<file path="config.mk">
export PLATFORM = sky130hd
export DESIGN_NAME = hex_counter_display
export DESIGN_NICKNAME = d
export VERILOG_FILES = /design/src/rtl/hex_counter_display.sv
export SDC_FILE = /design/constraint.sdc
export NUM_CORES = 1
export LEC_CHECK = 0
export ABC_AREA = 1
export BUFFER_PORTS_ARGS = -buffer_cell sky130_fd_sc_hd__clkbuf_2
export CORE_ASPECT_RATIO = 1.1
export CORE_MARGIN = 3
export CORE_UTILIZATION = 38
export DETAILED_ROUTE_END_ITERATION = 6
export PLACE_DENSITY = 0.58
export SYNTH_ARGS = -nofsm -noshare
export SYNTH_HDL_FRONTEND = slang
export SYNTH_SLANG_ARGS = --single-unit
</file>
<file path="constraint.sdc">
create_clock -name clock -period 4.85 [get_ports clock]
set_clock_uncertainty 0.2 [all_clocks]
set_input_delay 0.2425 -clock clock [delete_from_list [all_inputs] [get_ports clock]]
set_output_delay 0.2425 -clock clock [all_outputs]
set_load 0.02 [all_outputs]
</file>
<file path="src/rtl/hex_counter_display.sv">
// Up/down counter with prescaler, modulus wrap, parallel load and terminal-count pulse.
// Each nibble of the count drives one active-low 7-segment digit.
module hex_counter_display #(
  parameter int              DIGITS   = 4,
  parameter longint unsigned MODULUS  = 0,
  parameter int              PRESCALE = 1
) (
  input  logic                  clock,
  input  logic                  clear,
  input  logic                  enable,
  input  logic                  up,
  input  logic                  load,
  input  logic [4*DIGITS-1:0]   load_value,
  output logic [4*DIGITS-1:0]   count,
  output logic                  tc,
  output logic [7*DIGITS-1:0]   hex
);

  localparam int W  = 4 * DIGITS;
  localparam int PW = (PRESCALE > 1) ? $clog2(PRESCALE) : 1;
  localparam bit FULL = (MODULUS == 0);
  localparam logic [W:0]    MOD_VAL  = FULL ? {1'b1, {W{1'b0}}} : (W+1)'(MODULUS);
  localparam logic [W-1:0]  MAX_VAL  = W'(MOD_VAL - 1'b1);
  localparam logic [PW-1:0] PRE_LAST = PW'(PRESCALE - 1);

  logic [PW-1:0] presc;
  logic          step;
  logic          load_ok;
  logic          at_max;
  logic          at_zero;

  assign step    = enable && (presc == PRE_LAST);
  assign load_ok = ({1'b0, load_value} < MOD_VAL);
  assign at_max  = (count == MAX_VAL);
  assign at_zero = (count == '0);

  // Full-range wrap falls out of natural W-bit overflow, so only a finite modulus needs the compare.
  always_ff @(posedge clock) begin
    if (!clear) begin
      count <= '0;
      presc <= '0;
      tc    <= 1'b0;
    end else if (load) begin
      count <= load_ok ? load_value : '0;
      presc <= '0;
      tc    <= 1'b0;
    end else begin
      tc <= 1'b0;
      if (enable) begin
        presc <= step ? '0 : presc + 1'b1;
      end
      if (step) begin
        if (up) begin
          count <= (!FULL && at_max) ? '0 : count + 1'b1;
          tc    <= at_max;
        end else begin
          count <= (!FULL && at_zero) ? MAX_VAL : count - 1'b1;
          tc    <= at_zero;
        end
      end
    end
  end

  function automatic logic [6:0] seg7(input logic [3:0] n);
    logic [6:0] s;
    case (n)
      4'h0: s = 7'b1000000;
      4'h1: s = 7'b1111001;
      4'h2: s = 7'b0100100;
      4'h3: s = 7'b0110000;
      4'h4: s = 7'b0011001;
      4'h5: s = 7'b0010010;
      4'h6: s = 7'b0000010;
      4'h7: s = 7'b1111000;
      4'h8: s = 7'b0000000;
      4'h9: s = 7'b0010000;
      4'hA: s = 7'b0001000;
      4'hB: s = 7'b0000011;
      4'hC: s = 7'b1000110;
      4'hD: s = 7'b0100001;
      4'hE: s = 7'b0000110;
      default: s = 7'b0001110;
    endcase
    return s;
  endfunction

  for (genvar k = 0; k < DIGITS; k++) begin : g_digit
    assign hex[7*k+6:7*k] = seg7(count[4*k+3:4*k]);
  end

endmodule

</file>
==> qor.txt <==
Result of the run - completed
Highest achievable clock rate - 339 MHz
Worst Tran Pin Value - 808 ps
Post-synthesis cell count - 550
Sequential fraction of the synthesis area - 25.8%
Area grow syn2layout - 14.2%
Met2 GRT Util - 30.3%
Width of the chip - 98.4 µm
Fill cell count - 986
Root Buffer - sky130_fd_sc_hd__clkbuf_8
Storage cell area - 921 µm²
Part of the cycle the worst path needs - 60.8%
Element type at the critical path end - flop
CTS resizes - 0
Post-synth top area cell - sky130_fd_sc_hd__dfxtp_1
Unrepaired setup endpoints after global routing - no
Power share of the sequential group - 38.8%
End of the worst register-to-register path - hex[24]
Clk network pwr share - 19.3%
PD cells - 293 mW/mm²
Routed via count divided by cell count - 4.92
Count of state elements after synthesis - 46
Met1 routing resource usage after global routing - 24.6%
Pins over their slew limit - 0
Critical Path AT - 2960 ps
Highest fanout seen on the critical path - 15
Placement row count - 36
Combinational share of power - 41.9%
Clock slew seen by the registers of the worst setup and hold paths - 80 ps
TritonCTS clock tree - yes
Slew margin rel. - 46.1%
Number of enable flip-flop cells after synthesis - 0
Final RePlAce weighted congestion - 0.914
GR Util met3 - 3.76%
Wire length per cell after detailed routing - 12.9 µm
Number of violations reported at the end of detailed-routing iteration 0 - 173
Boundary Pins - 66
Number of buffers and inverters on the critical path - 4
Area enclosed by the die boundary - 0.0106 mm²
Number of cells traversed by the worst hold path - 2
Number of iterations in the first detailed-routing pass - 4
Wire length of the first global-routing pass - 16100 µm
Post-synthesis async set-or-reset flop share - 0%
Leading register cell type out of synthesis - sky130_fd_sc_hd__dfxtp_1
Reg2Reg Launch Point - count[11]
Final Instance Area - 0.00408 mm²
Total standard cell area after synthesis - 0.00357 mm²
Type of the most critical hold path - in -> reg
R2r worst-path depth - 18
Share of the synthesized area in the top cell type - 25.8%
Largest delay share family, worst path - simple AND/OR/NAND/NOR gates
Switching part of the total - 41.7%
Post-DP Area - 0.00399 mm²
Pin count of the biggest net entering global routing - 28
Reg2reg setup slack - 1990 ps
Number of nets in the layout - 675
Area inside the core boundary - 0.00901 mm²
GR Overflow Total - 0
Average size of a mapped cell - 6.49 µm²
Utilization of the core after routing - 45.2%
Worst-path cell chain - clkbuf_2 > inv_1 > ha_1 > nand2_1 > inv_1 > nand2_1 > nand2_1 > a21oi_1 > nand2_1 > nand2_1 > nand3_1 > nand2_1 > nand2_1 > nand2_1 > inv_1 > ha_1 > nand3_1 > nand2_1 > nand2_1 > nand2_1
Number of distinct standard cells referenced by the synthesized netlist - 47
Worst path max stage delay - 460 ps
P_leak - 2.32 nW
Total vias in the final route - 3584
DRC Markers - 0
Final hold violation count - 0
Yosys Warn Count - 0
Sum of negative setup slack - 0 ps
Count of placed standard cells including taps - 721
Top Usage Layer GRT - met2
Leading post-synthesis cells by cell area - sky130_fd_sc_hd__dfxtp_1 26%, sky130_fd_sc_hd__nand2_1 19%, sky130_fd_sc_hd__ha_1 13%
CTS Buf Count - 5
Number of endpoints failing setup at the final stage - 0
Initial Util - 39.6%
Peak VDD IR - 204 µV
Fraction of final layout cells with drive strength greater than 1 - 18.2%
Crit-path slowest cell - sky130_fd_sc_hd__inv_1
Filler-free cell count of the finished design - 729
Internal power - 0.696 mW
Critical Path Start Type - input pin
Path type of the worst setup path - in -> reg
Number of buffers inserted by port buffering - 65
Number of nets produced by synthesis - 610
Switch Pwr - 0.497 mW
Hpwl dp - 7480 µm
Vias in the first global route - 3416
Worst-case hold path end point - presc
Maxcap violations - 0
Source-to-sink clock delay at the later pin of the worst-skew pair - 300 ps
Clk buf depth - 2
Total Routing Usage GR - 18.5%
Startpoint of the tightest hold check path - load
Cell with the most instances on the worst path - sky130_fd_sc_hd__nand2_1
Antenna Nets Post-Route - 0
Height of the die - 108 µm
Period minus WS final - 2950 ps
Antenna diode count - 0
Area of the multi-input gates - 0.00226 mm²
Antenna violations before repair - 0
CTS H-tree depth - 2
Number of clock sinks - 46
Detailed-route wire length - 9400 µm
Hold Slack - 50.1 ps
Data required time at the worst endpoint - 4860 ps
## flip-flops by register name (all words and copies together) (netlist names)
name	cells
presc	1
tc	1
count	16
hex	28
## power by group through the flow
stage,Sequential [mW],Combinational [mW],Clock [mW]
after floorplan,0.532,0.302,0
after global placement,0.471,0.498,0
after detailed placement,0.472,0.498,0
after CTS,0.464,0.502,0.248
after global routing,0.470,0.567,0.257
final,0.463,0.499,0.230
## cells in the mapped netlist (5+ instances only)
master and instances:
sky130_fd_sc_hd__nand2_1 182, sky130_fd_sc_hd__inv_1 76, sky130_fd_sc_hd__nand3_1 47, sky130_fd_sc_hd__dfxtp_1 46
sky130_fd_sc_hd__ha_1 38, sky130_fd_sc_hd__nor2_1 36, sky130_fd_sc_hd__nand2_2 14, sky130_fd_sc_hd__a21oi_1 12
sky130_fd_sc_hd__o21ai_1 11, sky130_fd_sc_hd__o21ai_0 9, sky130_fd_sc_hd__inv_2 8, sky130_fd_sc_hd__nand4_1 8
sky130_fd_sc_hd__nor3_1 5
## area by class of cell
type | count | share of cell area, %
clock buffers | 6 | 1.78
inverters | 87 | 8.11
multi-input cells | 408 | 55.4
flip-flops and latches | 46 | 22.6
clock inverters | 1 | 0.184
repair buffers | 67 | 8.41
well taps | 114 | 3.50
## cells in the final DEF (no fill, tap or decap), drive strengths merged, types with 4 or more instances in the layout
cell	synthesis	routed
inv	85	85
ha	38	38
nand3b	4	4
clkbuf	1	71
o22ai	4	4
nor2	39	39
nand4	8	8
nand2	201	201
dfxtp	46	46
a21oi	15	15
o21ai	20	20
nor4	4	4
nand3	49	49
nor3	7	7
## kinds of logic (layout without fill, tap and decap cells)
logic type                 after synthesis  count (layout)  share of synthesized area [%]
and+or+nand+nor                        314             314                           39.7
xor gates and xnor gates                 4               4                          0.982
adders and majority gates               39              39                           13.9
buffers and inverters                   96             161                           10.9
AOI/OAI and AO/OA                       51              51                           8.77
DFF                                     46              46                           25.8
## per-stage QoR
step,power [mW],worst slack [ps]
final,1.19,1900
after global routing,1.29,1560
after CTS,1.21,1920
after detailed placement,0.970,1590
after global placement,0.969,1670
after floorplan,0.834,2200
## how the worst max path moves through the flow
stage,startpoint,endpoint,slack (ps),cells past startpoint
floorplan,up,hex[24],2200,19
global placement,up,hex[24],1670,20
detailed placement,up,hex[24],1590,20
CTS,up,hex[24],1920,20
global route,up,hex[24],1560,20
finish,up,hex[24],1900,20
## timing repair
action                    in CTS  in global routing
hold endpoints to repair       1                  0
hold buffers                   1                  0
setup buffers                  0                  0
## per-layer routing
layer,up-vias,part of all wire [%]
li1,1873,-
met4,0,1.5
met3,11,6.9
met5,-,0
met1,1603,46
met2,97,46
Note: power is estimated with default switching activity, not from simulation.
